[src/rtl/clut_rle_pkg.sv]
// clut_rle_pkg: constants and encoder state type shared by the CLUT7 RLE encoder and decoder
package clut_rle_pkg;
    localparam int         RLE_FLAG_BIT  = 7;
    localparam logic [7:0] RLE_COUNT_EOL = 8'd0;
    localparam logic [7:0] RLE_MAX_COUNT = 8'd255;

    typedef enum logic [2:0] {
        ST_EMPTY,
        ST_ACCUM,
        ST_OUT_SINGLE,
        ST_OUT_CODE,
        ST_OUT_COUNT
    } enc_state_e;
endpackage

[src/rtl/rle_line_counter.sv]
// rle_line_counter: reloadable down-counter flagging the last item of a line
module rle_line_counter #(
    parameter int           W      = 11,
    parameter logic [W-1:0] RELOAD = W'(384)
) (
    input  logic clk,
    input  logic reset,
    input  logic load_i,
    input  logic dec_i,
    output logic last_o
);
    logic [W-1:0] cnt_q;

    // Counts remaining items; consuming the last one reloads for the next line.
    always_ff @(posedge clk or posedge reset) begin
        if (reset) cnt_q <= RELOAD;
        else if (load_i || (dec_i && last_o)) cnt_q <= RELOAD;
        else if (dec_i) cnt_q <= cnt_q - W'(1);
    end

    assign last_o = cnt_q == W'(1);
endmodule

[src/rtl/clut_rle_encoder.sv]
// clut_rle_encoder: packs 7-bit CLUT pixels into CD-i CLUT7 run-length bytes
module clut_rle_encoder
    import clut_rle_pkg::*;
#(
    parameter int LINE_PIXELS = 384,
    parameter int MIN_RUN     = 3
) (
    input  logic       clk,
    input  logic       reset,
    input  logic [7:0] src_pixel_i,
    input  logic       src_write_i,
    output logic       src_strobe_o,
    output logic [7:0] dst_pixel_o,
    output logic       dst_write_o,
    input  logic       dst_strobe_i,
    input  logic       passthrough_i
);
    localparam logic [7:0] MIN_LEN = 8'(MIN_RUN);

    enc_state_e state_q;
    logic [6:0] run_pix_q, pend_pix_q;
    logic [7:0] run_len_q, dst_pixel_q;
    logic       pend_vld_q, eol_q, dst_write_q;

    logic       take, acc, same, nxt_pend, flush, line_last;
    logic [6:0] in_pix, nxt_pix;
    logic [7:0] nxt_len;

    assign in_pix   = src_pixel_i[6:0];
    assign take     = state_q == ST_EMPTY || state_q == ST_ACCUM;
    assign acc      = take && src_write_i && !passthrough_i;
    assign same     = state_q == ST_ACCUM && in_pix == run_pix_q && run_len_q != RLE_MAX_COUNT;
    assign nxt_pix  = state_q == ST_EMPTY ? in_pix : run_pix_q;
    assign nxt_len  = state_q == ST_EMPTY ? 8'd1 : run_len_q + {7'd0, same};
    assign nxt_pend = state_q == ST_ACCUM && !same;
    assign flush    = line_last || nxt_pend;

    assign src_strobe_o = passthrough_i ? dst_strobe_i : take && src_write_i;
    assign dst_pixel_o  = passthrough_i ? src_pixel_i : dst_pixel_q;
    assign dst_write_o  = passthrough_i ? src_write_i : dst_write_q;

    rle_line_counter #(.W(11), .RELOAD(11'(LINE_PIXELS))) u_line (
        .clk    (clk),
        .reset  (reset),
        .load_i (passthrough_i),
        .dec_i  (acc),
        .last_o (line_last)
    );

    // Run accumulation and byte emission; output bytes are loaded on the transition into each OUT state.
    always_ff @(posedge clk or posedge reset) begin
        if (reset) begin
            state_q     <= ST_EMPTY;
            run_pix_q   <= '0;
            run_len_q   <= '0;
            pend_pix_q  <= '0;
            pend_vld_q  <= 1'b0;
            eol_q       <= 1'b0;
            dst_pixel_q <= '0;
            dst_write_q <= 1'b0;
        end else if (passthrough_i) begin
            state_q     <= ST_EMPTY;
            run_len_q   <= '0;
            pend_vld_q  <= 1'b0;
            eol_q       <= 1'b0;
            dst_write_q <= 1'b0;
        end else if (acc) begin
            run_pix_q <= nxt_pix;
            run_len_q <= nxt_len;
            if (nxt_pend) begin
                pend_pix_q <= in_pix;
                pend_vld_q <= 1'b1;
            end
            if (line_last) eol_q <= 1'b1;
            if (flush) begin
                state_q     <= nxt_len < MIN_LEN ? ST_OUT_SINGLE : ST_OUT_CODE;
                dst_pixel_q <= {nxt_len >= MIN_LEN, nxt_pix};
                dst_write_q <= 1'b1;
            end else begin
                state_q <= ST_ACCUM;
            end
        end else if (dst_write_q && dst_strobe_i) begin
            if (state_q == ST_OUT_CODE) begin
                state_q     <= ST_OUT_COUNT;
                dst_pixel_q <= eol_q && !pend_vld_q ? RLE_COUNT_EOL : run_len_q;
            end else if (state_q == ST_OUT_SINGLE && run_len_q != 8'd1) begin
                run_len_q <= run_len_q - 8'd1;
            end else if (pend_vld_q) begin
                // A pending pixel that closed the line goes straight out as a single.
                run_pix_q   <= pend_pix_q;
                run_len_q   <= 8'd1;
                pend_vld_q  <= 1'b0;
                state_q     <= eol_q ? ST_OUT_SINGLE : ST_ACCUM;
                dst_pixel_q <= {1'b0, pend_pix_q};
                dst_write_q <= eol_q;
            end else begin
                state_q     <= ST_EMPTY;
                run_len_q   <= '0;
                eol_q       <= 1'b0;
                dst_write_q <= 1'b0;
            end
        end
    end
endmodule

[config.mk]
export PLATFORM = sky130hd
export DESIGN_NAME = clut_rle_encoder
export DESIGN_NICKNAME = d
export VERILOG_FILES = /design/src/rtl/clut_rle_pkg.sv /design/src/rtl/rle_line_counter.sv /design/src/rtl/clut_rle_encoder.sv
export SDC_FILE = /design/constraint.sdc
export NUM_CORES = 1
export LEC_CHECK = 0
export ABC_CLOCK_PERIOD_IN_PS = 4900
export BUFFER_PORTS_ARGS = -buffer_cell sky130_fd_sc_hd__buf_4
export CAP_MARGIN = 15
export CORE_ASPECT_RATIO = 1.2
export CORE_MARGIN = 2
export CORE_UTILIZATION = 25
export DETAILED_ROUTE_END_ITERATION = 16
export HOLD_SLACK_MARGIN = 0.05
export PLACE_DENSITY = 0.43
export SLEW_MARGIN = 15
export SYNTH_ARGS = -nofsm -noshare
export SYNTH_HDL_FRONTEND = slang
export SYNTH_SLANG_ARGS = --single-unit
[constraint.sdc]
create_clock -name clk -period 4.9 [get_ports clk]
set_clock_uncertainty 0.15 [all_clocks]
set_input_delay 0.245 -clock clk [delete_from_list [all_inputs] [get_ports clk]]
set_output_delay 0.245 -clock clk [all_outputs]
set_load 0.03 [all_outputs]
# ---- Word level (Yosys, flattened, before mapping)
# Cells that the tools add are included.
dict set report classes {
  n_addsub 3
  magnitude_cmp 2
  eq_ne 17
  muxes 50
  bitwise 1
  n_reduce_logical 29
}
# op count
set ops {}
lappend ops {{$mux W8} 14}
lappend ops {{$mux W7} 6}
lappend ops {{$mux W11} 2}
lappend ops {{$mux W1} 20}
lappend ops {{$mux W3} 5}
lappend ops {{$reduce_and A4 Y1} 3}
lappend ops {{$eq A11 B1 Y1 const B} 1}
lappend ops {{$sub A11 B1 Y11 const B} 1}
lappend ops {{$reduce_and A5 Y1} 2}
lappend ops {{$logic_and A1 B1 Y1} 9}
lappend ops {{$ne A3 B2 Y1 const B} 3}
lappend ops {{$ne A3 B3 Y1 const B} 3}
lappend ops {{$add A8 B1 Y8} 1}
lappend ops {{$ge A8 B2 Y1 const B} 1}
lappend ops {{$lt A8 B2 Y1 const B} 1}
lappend ops {{$ne A8 B1 Y1 const B} 1}
lappend ops {{$ne A8 B8 Y1 const B} 1}
lappend ops {{$sub A8 B1 Y8 const B} 1}
lappend ops {{$eq A7 B7 Y1} 1}
lappend ops {{$eq A3 B2 Y1 const B} 2}
lappend ops {{$mux W2} 3}
lappend ops {{$reduce_bool A2 Y1} 3}
lappend ops {{$reduce_bool A3 Y1} 2}
lappend ops {{$ne A2 B1 Y1 const B} 2}
lappend ops {{9 further kinds} 14}
dict set report word_totals {
  regBits 47
  inputBits 13
  output_inout_bits 10
  wordCells 111
}

# ---- Logic depth before layout (Yosys ltp)
# Gate-level depths: netlist of run 1.
dict set report depth {
  ltp_word 10
  mapped_depth 11
}

# ---- By module
# From an unflattened synthesis of run 1, not the netlist that was laid out.
dict set report hier_totals {
  cells_unflattened 339
  hier_area_um2 3138.0
}
# mod n_inst cells_each area_per_inst_um2 seq_area_each_um2
set modules_own_cells {}
lappend modules_own_cells {clut_rle_encoder 1 274 2516.2 900.9}
lappend modules_own_cells {rle_line_counter 1 65 621.8 277.8}

# ---- Least setup slack after synthesis of run 1
# OpenSTA, ideal clock, no wires.
dict set report synth_timing {
  path_kind {register to register}
  start {reg state_q[2]}
  end {reg dst_pixel_q[7]}
  arrival_ps 2853
  setup_slack_ps 1771
  stages_incl_launch_ff 12
  cell_sequence {dfrtp_1 -> buf_2 -> or3b_4 -> nor4_2 -> and3_1 -> ha_1 -> ha_1 -> nand3_1 -> o21ai_0 -> nand4_1 -> o31a_1 -> o32a_1}
}
dict set report synth_between {
  elab_chain_cells 8
  elab_cells_between_ends 25
  cone_classes {add/sub (1); order compare (1); eq/ne (5); mux (5); reduce/logical (13)}
}
# element line_no
set synth_lines {}
lappend synth_lines {{start: declaration} clut_rle_encoder.sv:20} ;# enc_state_e state_q;
lappend synth_lines {{start signal: assignment} clut_rle_encoder.sv:76} ;# state_q <= nxt_len < MIN_LEN ? ST_OUT_SINGLE : ST_OUT_CODE;
lappend synth_lines {{start signal: assignment} clut_rle_encoder.sv:93} ;# state_q <= eol_q ? ST_OUT_SINGLE : ST_ACCUM;
lappend synth_lines {{$eq A3 B1 Y1} {clut_rle_encoder.sv:30, clut_rle_encoder.sv:32, clut_rle_encoder.sv:35}}
lappend synth_lines {{$logic_and A1 B1 Y1 (2 in series)} clut_rle_encoder.sv:32} ;# assign same = state_q == ST_ACCUM && in_pix == run_pix_q && run_len_q != RLE_MAX_COUNT;
lappend synth_lines {{$add A8 B1 Y8 or $logic_not A1 Y1 (tied branches)} {clut_rle_encoder.sv:34, clut_rle_encoder.sv:35}}
lappend synth_lines {{$mux W8 or $logic_and A1 B1 Y1 (tied branches)} {clut_rle_encoder.sv:34, clut_rle_encoder.sv:35}}
lappend synth_lines {{$ge A8 B2 Y1 or $logic_or A1 B1 Y1 (tied branches)} {clut_rle_encoder.sv:77, clut_rle_encoder.sv:36}}
lappend synth_lines {{$mux W8 or $ne A2 B2 Y1 (tied branches)} n/a}
lappend synth_lines {{$mux W8 or $reduce_and A5 Y1 (tied branches)} n/a}
lappend synth_lines {{end signal: assignment} clut_rle_encoder.sv:77} ;# dst_pixel_q <= {nxt_len >= MIN_LEN, nxt_pix};
lappend synth_lines {{end signal: assignment} clut_rle_encoder.sv:85} ;# dst_pixel_q <= eol_q && !pend_vld_q ? RLE_COUNT_EOL : run_len_q;
lappend synth_lines {{end signal: assignment} clut_rle_encoder.sv:94} ;# dst_pixel_q <= {1'b0, pend_pix_q};
lappend synth_lines {{end: declaration} clut_rle_encoder.sv:22} ;# logic [7:0] run_len_q, dst_pixel_q;
# Several ways; a longest one is shown, not always the timed one. The select of a mux whose other input is x is not followed.
# A chain may end at the register's enable or synchronous reset.

# ---- Worst setup path in the final report of run 1
dict set report layout_timing {
  start {reg state_q[0]}
  end {reg state_q[0]}
}
dict set report layout_between {
  elab_chain_cells 10
  elab_cells_between_ends 25
  cone_classes {add/sub (1); order compare (1); eq/ne (4); mux (7); reduce/logical (12)}
}
# element line_no
set layout_lines {}
lappend layout_lines {{$eq A3 B1 Y1} {clut_rle_encoder.sv:30, clut_rle_encoder.sv:32, clut_rle_encoder.sv:35}}
lappend layout_lines {{$logic_and A1 B1 Y1 (2 in series)} clut_rle_encoder.sv:32}
lappend layout_lines {{$add A8 B1 Y8} clut_rle_encoder.sv:34} ;# assign nxt_len = state_q == ST_EMPTY ? 8'd1 : run_len_q + {7'd0, same};
lappend layout_lines {{$mux W8} clut_rle_encoder.sv:34}
lappend layout_lines {{$lt A8 B2 Y1} clut_rle_encoder.sv:76}
lappend layout_lines {{$mux W1} clut_rle_encoder.sv:76}
lappend layout_lines {{$mux W2} clut_rle_encoder.sv:75} ;# if (flush) begin
lappend layout_lines {{$mux W3} clut_rle_encoder.sv:67} ;# end else if (acc) begin
lappend layout_lines {{$mux W3} clut_rle_encoder.sv:61} ;# end else if (passthrough_i) begin
# Several ways; a longest one is shown, not always the timed one. The select of a mux whose other input is x is not followed.

==> summary.txt, run 1 <==
Run status
  – Status: finished clean

Layout
  – P&R area growth vs syn: 15.0%
  – Share of layout cells above drive strength 1: 20.3%
  – # diodes: 0
  – Most common cell after layout, fill and taps aside: dfrtp_1
  – NumNets Final: 359
  – Final Util: 29.5%
  – Most frequent cells in the layout: 45 x dfrtp_1, 31 x o21ai_0, 26 x nand2_1

Clocking
  – Setup Buffers After CTS: 0
  – CTS tree: yes
  – H-tree depth: 2
  – Number of buffers created by CTS: 5
  – Clock Path Buffers: 2
  – CTS sink cnt: 47
  – Clk Latency, worst-skew pair: 0.30 ns
  – Clock Pin Slew Worst Setup and Hold Paths: 0.08 ns
  – CTS Root Cell: clkbuf_16

STA
  – Worst rel slew slack: 25.1%
  – WHS: 0.0737 ns
  – Slew @ Worst Pin: 1.12 ns
  – Final setup fails: 0
  – Final Hold Fails: 0
  – Setup_tns: 0 ns
  – RSZ-0062 raised after global routing: false
  – Slew Viols, Final: 0
  – Final Critical Period: 3.45 ns
  – Ratio of final minimum period to clock period: 70.4%
  – F_max: 290 MHz

Critical path
  – Worst Path Required: 4.93 ns
  – RR Endpoint: state_q[0]
  – Crit Path Max Fanout: 9
  – Max incr delay on CP: 0.52 ns
  – CP Launch Type: register
  – Slowest cell on the critical path: dfrtp_1
  – Worst r2r src: state_q[0]
  – Cell mode on critical path: ha_1
  – Register-to-register setup slack: 1.45 ns
  – Crit path arrival time: 3.48 ns
  – Crit path capture type: register
  – Critical path cell sequence: or3b_4, nor4_2, and3_1, ha_1, ha_1, nand3_1, o21ai_0, nand4_1, o31a_1, o32a_1
  – Cells on worst reg2reg path: 10
  – Setup Crit Path Kind: register to register

Synthesis
  – Netlist area before placement: 3120 um^2
  – Predominant post-synthesis flop cell: dfrtp_1
  – Seq/Total Area, Yosys: 37.7%
  – Synth Instances: 327
  – Syn avg cell area: 9.55 um^2
  – Synth warn: 0
  – Yosys reg bits: 47
  – Syn nets: 347
  – Cell variety after synth: 62
  – FFs w/ async S/R, synth: 100%
  – Number of synthesized flops with an enable pin: 0

Die
  – Die Width: 106 um
  – Ports: 23
  – Initial core utilization: 25.7%
  – Core area: 12200 um^2
  – Die height: 126 um
  – Die Area: 13400 um^2
  – Row cnt: 44

Detailed routing
  – Vias per Instance: 5.35
  – Routed Wire Length: 8960 um
  – Final ANT Viol Nets: 0
  – Routed len/inst: 17.9 um
  – Detailed Route Iter0 Violations: 172
  – DR DRC count: 0
  – First drt pass iteration count: 4
  – Via count: 2680

Power
  – Clock share of power: 23.8%
  – P_leak: 1.44 nW
  – Sw Pwr: 0.660 mW
  – Internal Pwr Total: 1.07 mW
  – Flop pwr share: 38.3%
  – Power per cell area: 482 nW/um^2
  – Worst vdd ir: 0.170 mV
  – Sw frac: 38.1%
  – Comb pwr share: 37.9%

Job
  – Max-cap violations: 0

Place
  – Final Wtd Congestion: 0.793
  – Buffers on Ports: 22
  – Final HPWL DP: 6070 um

Global routing
  – Overflow after GRT: 0
  – Largest net degree at the start of global routing: 48
  – Vias in the first global route: 2708
  – Initial antenna violation count: 0
  – First-pass GRT wire length: 15000 um
  – GRT Overall Usage: 14.1%

Hold path
  – Hold path startpoint: src_pixel_i[6]
  – Worst hold path type: primary input to register
  – Worst hold path depth: 2
  – Hold endpoint: pend_pix_q[6]
==> cells in the mapped netlist (all sizes together), types with 5 or more instances <==
cell	number	share of area, %
a2bb2oi	7	2.0
mux2i	7	2.2
o31ai	5	1.2
nor4	7	1.6
dfrtp	45	36
nand2	26	3.1
clkbuf	12	1.6
or3	5	1.0
a21oi	19	3.0
o21ai	31	5.0
inv	10	1.2
a32oi	9	2.5
xor2	9	2.5
buf	8	1.5
mux2	23	9.1
nand3	6	0.96
nor2	18	2.2
o22ai	11	2.2
ha	7	2.8
==> flip-flops by register name, summed over array words and instances (netlist names) <==
signal and flops:
pend_vld_q 1, state_q 3, dst_write_q 1, pend_pix_q 7, dst_pixel_q 8, run_pix_q 7
run_len_q 8, u_line.cnt_q 11, eol_q 1
==> layer usage <==
layer,part of all wire [%],GRT usage (%)
met5,0,0
met4,2.3,5.50
met3,3.3,1.95
met2,47,23.1
met1,47,18.7
==> worst max-delay path, delay by kind of cell (launching register included) <==
kind	cells	cell delay [ns]
AO/OA/AOI/OAI	3	0.92
adder cells (fa/ha/maj)	2	0.57
flip-flops	1	0.52
AND/OR/NAND/NOR	5	1.18
==> cells by family after synthesis <==
kind of cell	count (synthesis)	share of synthesized area (%)
AO/OA/AOI/OAI	113	25.5
AND/OR/NAND/NOR	91	15.8
flip-flops	47	37.7
buffers and inverters	30	4.29
multiplexers	30	11.4
XOR/XNOR	9	2.52
adder cells (fa/ha/maj)	7	2.80
==> power by group through the flow <==
stage	combinational, mW	clock [mW]	sequential (mW)
floorplan	0.540	0	0.605
global placement	0.659	0	0.663
detailed placement	0.658	0	0.668
CTS	0.662	0.424	0.662
global route	0.732	0.441	0.690
finish	0.657	0.412	0.664
==> final cells by class <==
type / instances / area (um^2)
clock buffers: 5 / 125
clock inverters: 3 / 47.5
fillers: 1265 / 8570
inverters: 10 / 38.8
multi-input cells: 250 / 1810
flip-flops and latches: 47 / 1180
well taps: 161 / 201
repair buffers: 25 / 190
==> worst max-delay path by stage <==
stage / start / slack (ns) / end
floorplan: state_q[2] / 1.77 / dst_pixel_q[7]
global placement: state_q[0] / 1.55 / dst_pixel_q[7]
detailed placement: state_q[0] / 1.51 / state_q[0]
CTS: state_q[0] / 1.48 / state_q[0]
global route: state_q[0] / 1.14 / state_q[0]
finish: state_q[0] / 1.45 / state_q[0]
==> stage by stage <==
| step | setup WS, ns | std cells | cell area (um^2) | total power, mW |
|---|---|---|---|---|
| after floorplan | 1.77 | 327 | 3120 | 1.14 |
| after global placement | 1.55 | 492 | 3410 | 1.32 |
| after detailed placement | 1.51 | 492 | 3410 | 1.33 |
| after CTS | 1.48 | 500 | 3580 | 1.75 |
| after global routing | 1.14 | 501 | 3590 | 1.86 |
| final | 1.45 | 501 | 3590 | 1.73 |
==> repair_timing <==
| action | CTS | global route |
|---|---|---|
| endpoints found under the hold margin | 0 | 45 |
| resized for setup | 0 | 0 |
| hold buffers | 0 | 1 |
No activity file was read; power rests on OpenSTA's default activity.
==> run 2, diff against run 1 <==
ABC_AREA = 1   (was default)
ABC_CLOCK_PERIOD_IN_PS = 3050   (was 4900)
PLACE_DENSITY = 0.44   (was 0.43)
clock period = 3.05 ns   (was 4.9 ns; I/O delays follow)
==> summary.txt, run 2 <==
Die
  – Die Width: 107 um (+0.52%)
  – Core area: 12500 um^2 (+2.7%)
  – Die height: 127 um (+0.52%)
  – Ports: 23 (unchanged)
  – Initial core utilization: 25.3% (-0.41 points)
  – Row cnt: 45 (+2.3%)
  – Die Area: 13600 um^2 (+1.0%)

Clocking
  – Number of buffers created by CTS: 5 (unchanged)
  – Clock Path Buffers: 2 (unchanged)
  – CTS sink cnt: 47 (unchanged)
  – CTS tree: yes
  – H-tree depth: 2 (unchanged)
  – Clk Latency, worst-skew pair: 0.29 ns (about the same)
  – Clock Pin Slew Worst Setup and Hold Paths: 0.07 ns (about the same)
  – CTS Root Cell: clkbuf_16
  – Setup Buffers After CTS: 0 (unchanged)

Power
  – Final Total Pwr: 2.38 mW (+38%)
  – Sw frac: 39.4% (+1.3 points)
  – Power per cell area: 649 nW/um^2 (+35%)
  – Flop pwr share: 39.0% (+0.7 points)
  – Sw Pwr: 0.938 mW (+42%)
  – Worst vdd ir: 0.307 mV (+81%)
  – Comb pwr share: 37.8% (about the same)
  – P_leak: 1.82 nW (+26%)
  – Internal Pwr Total: 1.45 mW (+35%)
  – Clock share of power: 23.2% (-0.6 points)

Synthesis
  – Dominant cells by area after synthesis: dfrtp_1 36%, nand2_1 19%, o21ai_0 6.8%
  – Top cell type's share of synthesized area: 35.7% (-0.39 points)
  – Netlist area before placement: 3160 um^2 (+1.1%)
  – Yosys reg bits: 47 (unchanged)
  – Area leader, netlist: dfrtp_1
  – Most numerous cell in the Yosys netlist: nand2_1
  – Synth Instances: 449 (+37%)
  – Syn avg cell area: 7.03 um^2 (-26%)
  – Predominant post-synthesis flop cell: dfrtp_1
  – Seq/Total Area, Yosys: 37.3% (-0.40 points)
  – Syn nets: 469 (+35%)
  – Synth warn: 0 (unchanged)
  – FFs w/ async S/R, synth: 100% (unchanged)
  – Number of synthesized flops with an enable pin: 0 (unchanged)
  – Synth top cells by count: 160 x nand2_1, 45 x dfrtp_1, 43 x o21ai_0, 38 x inv_1, 26 x nor2_1
  – Cell variety after synth: 35 (-44%)

Global routing
  – Overflow after GRT: 0 (unchanged)
  – First-pass GRT wire length: 15100 um (+0.69%)
  – GRT Overall Usage: 14.1% (+0.026 points)
  – Vias in the first global route: 2833 (+4.6%)
  – Initial antenna violation count: 0 (unchanged)
  – Largest net degree at the start of global routing: 28 (-42%)

Layout
  – Most common cell after layout, fill and taps aside: nand2_1
  – Multi-input gate area: 1720 um^2 (-5.1%)
  – FF+latch area: 1180 um^2 (unchanged)
  – Share of layout cells above drive strength 1: 13.5% (-6.8 points)
  – NumNets Final: 495 (+38%)
  – Design area: 3670 um^2 (+2.2%)
  – FILL cells: 1392 (+10%)
  – # diodes: 0 (unchanged)
  – Biggest regs: u_line.cnt_q: 11 flops, dst_pixel_q: 8 flops, run_len_q: 8 flops
  – Most frequent cells in the layout: 160 x nand2_1, 45 x dfrtp_1, 43 x o21ai_0
  – Max reg flops: 11 (unchanged)
  – P&R area growth vs syn: 16.2%
  – Largest register by flop count: u_line.cnt_q

STA
  – Worst rel slew slack: 51.3% (+26 points)
  – F_max: 377 MHz
  – Final Hold Fails: 0 (unchanged)
  – RSZ-0062 raised after global routing: false
  – Setup_tns: 0 ns (unchanged)
  – Slew Viols, Final: 0 (unchanged)
  – Slew @ Worst Pin: 0.729 ns (-0.395 ns)
  – WHS: 0.0627 ns (-0.0110 ns)
  – Final setup fails: 0 (unchanged)
  – Ratio of final minimum period to clock period: 87.0%
  – Final Critical Period: 2.65 ns

Critical path
  – Crit Path Max Fanout: 4 (-5)
  – CP Launch Type: primary input
  – Worst Path Required: 3.08 ns (-1.85 ns)
  – Cell mode on critical path: nand2_1
  – Critical path cell sequence: dlygate4sd3_1, buf_4, xnor2_1, nand2_1, nor2_1, nand3_2, inv_1, ha_1, ha_1, nand2_1, inv_1, nor2_1, nand2_1, nand3_1, nor2_1, nand2_1, inv_1, nand2_1, nand2_1, nand2_1
  – Crit path arrival time: 2.68 ns (-0.80 ns)
  – Setup Crit Path Kind: primary input to register
  – Crit path capture type: register
  – Slowest cell on the critical path: dlygate4sd3_1
  – Max incr delay on CP: 0.54 ns (+0.02 ns)

Place
  – Final Wtd Congestion: 0.897 (+13%)
  – Buffers on Ports: 22 (unchanged)
  – Final HPWL DP: 6730 um (+11%)
  – Area post-placement: 3470 um^2 (+1.7%)

Detailed routing
  – First drt pass iteration count: 4 (unchanged)
  – Vias per Instance: 4.62 (-14%)
  – DR DRC count: 0 (unchanged)
  – Detailed Route Iter0 Violations: 164 (-4.7%)
  – Final ANT Viol Nets: 0 (unchanged)
  – Routed len/inst: 14.1 um (-21%)
  – Routed Wire Length: 9030 um (+0.79%)
  – Via count: 2952 (+10%)

Hold path
  – Worst hold path type: primary input to register

Run status
  – Status: finished clean

Job
  – Max-cap violations: 0 (unchanged)
==> run 2: worst paths after layout <==
kind / start / endpoint / slack (ns) / cells past startpoint
setup / recovery: src_pixel_i[6] / state_q[0] / 0.40 / 20
hold / removal: src_pixel_i[3] / pend_pix_q[3] / 0.06 / 3
setup reg to reg: state_q[2] / state_q[0] / 0.46 / 20
hold reg to reg: dst_pixel_q[4] / dst_pixel_q[4] / 0.33 / 2
max in group asynchronous: reset / u_line.cnt_q[7] / 1.56 / 4
min in group asynchronous: reset / dst_pixel_q[1] / 0.37 / 3
==> run 2: through the flow <==
stage	std cells	util (%)	worst slack (ns)
6_report	639	29.4	0.396
5_1_grt	639	29.4	0.0702
4_1_cts	639	29.4	0.382
3_5_place_dp	626	27.7	0.468
3_3_place_gp	626	27.7	0.540
2_1_floorplan	449	-	0.769
==> run 2: layer usage <==
layer | track usage (%) | up-vias | wire length [um]
met3 | 1.84 | 10 | 267
met2 | 23.5 | 64 | 4370
met5 | 0 | - | 0
li1 | - | 1493 | -
met4 | 4.51 | 0 | 147
met1 | 18.9 | 1385 | 4250
==> run 2: area by class of cell <==
type                       instances  area share [%]
multi-input combinational        343            46.8
clock buffer                       6            3.78
inverter                          47            4.81
clock inverter                     1           0.136
sequential                        47            32.1
tap                              164            5.59
timing repair buffer              31            6.75
==> run 2: worst max-delay path: cells and delay by family <==
| kind | cells | cell delay [ns] |
|---|---|---|
| and+or+nand+nor | 12 | 1.05 |
| buffers and inverters | 5 | 0.93 |
| adders and majority gates | 2 | 0.37 |
| xor gates and xnor gates | 1 | 0.17 |
==> run 2: power groups by stage <==
stage               clock network [mW]  registers (mW)  logic [mW]
floorplan                            0           0.905       0.689
global placement                     0           0.933       0.900
detailed placement                   0           0.938       0.899
CTS                              0.572           0.928       0.907
global route                     0.601           0.954        1.02
finish                           0.553           0.930       0.900
==> run 2: kinds of logic after synthesis <==
family,share of synthesized area (%)
simple gates,33.0
compound gates,14.7
xor+xnor,3.88
flops,37.3
fa+ha+maj,2.77
buf+inv,8.24
==> run 2: what timing repair did <==
| action | CTS | global route |
|---|---|---|
| hold endpoints to repair | 30 | 0 |
| gates resized for setup | 0 | 0 |
| hold buffers | 6 | 0 |
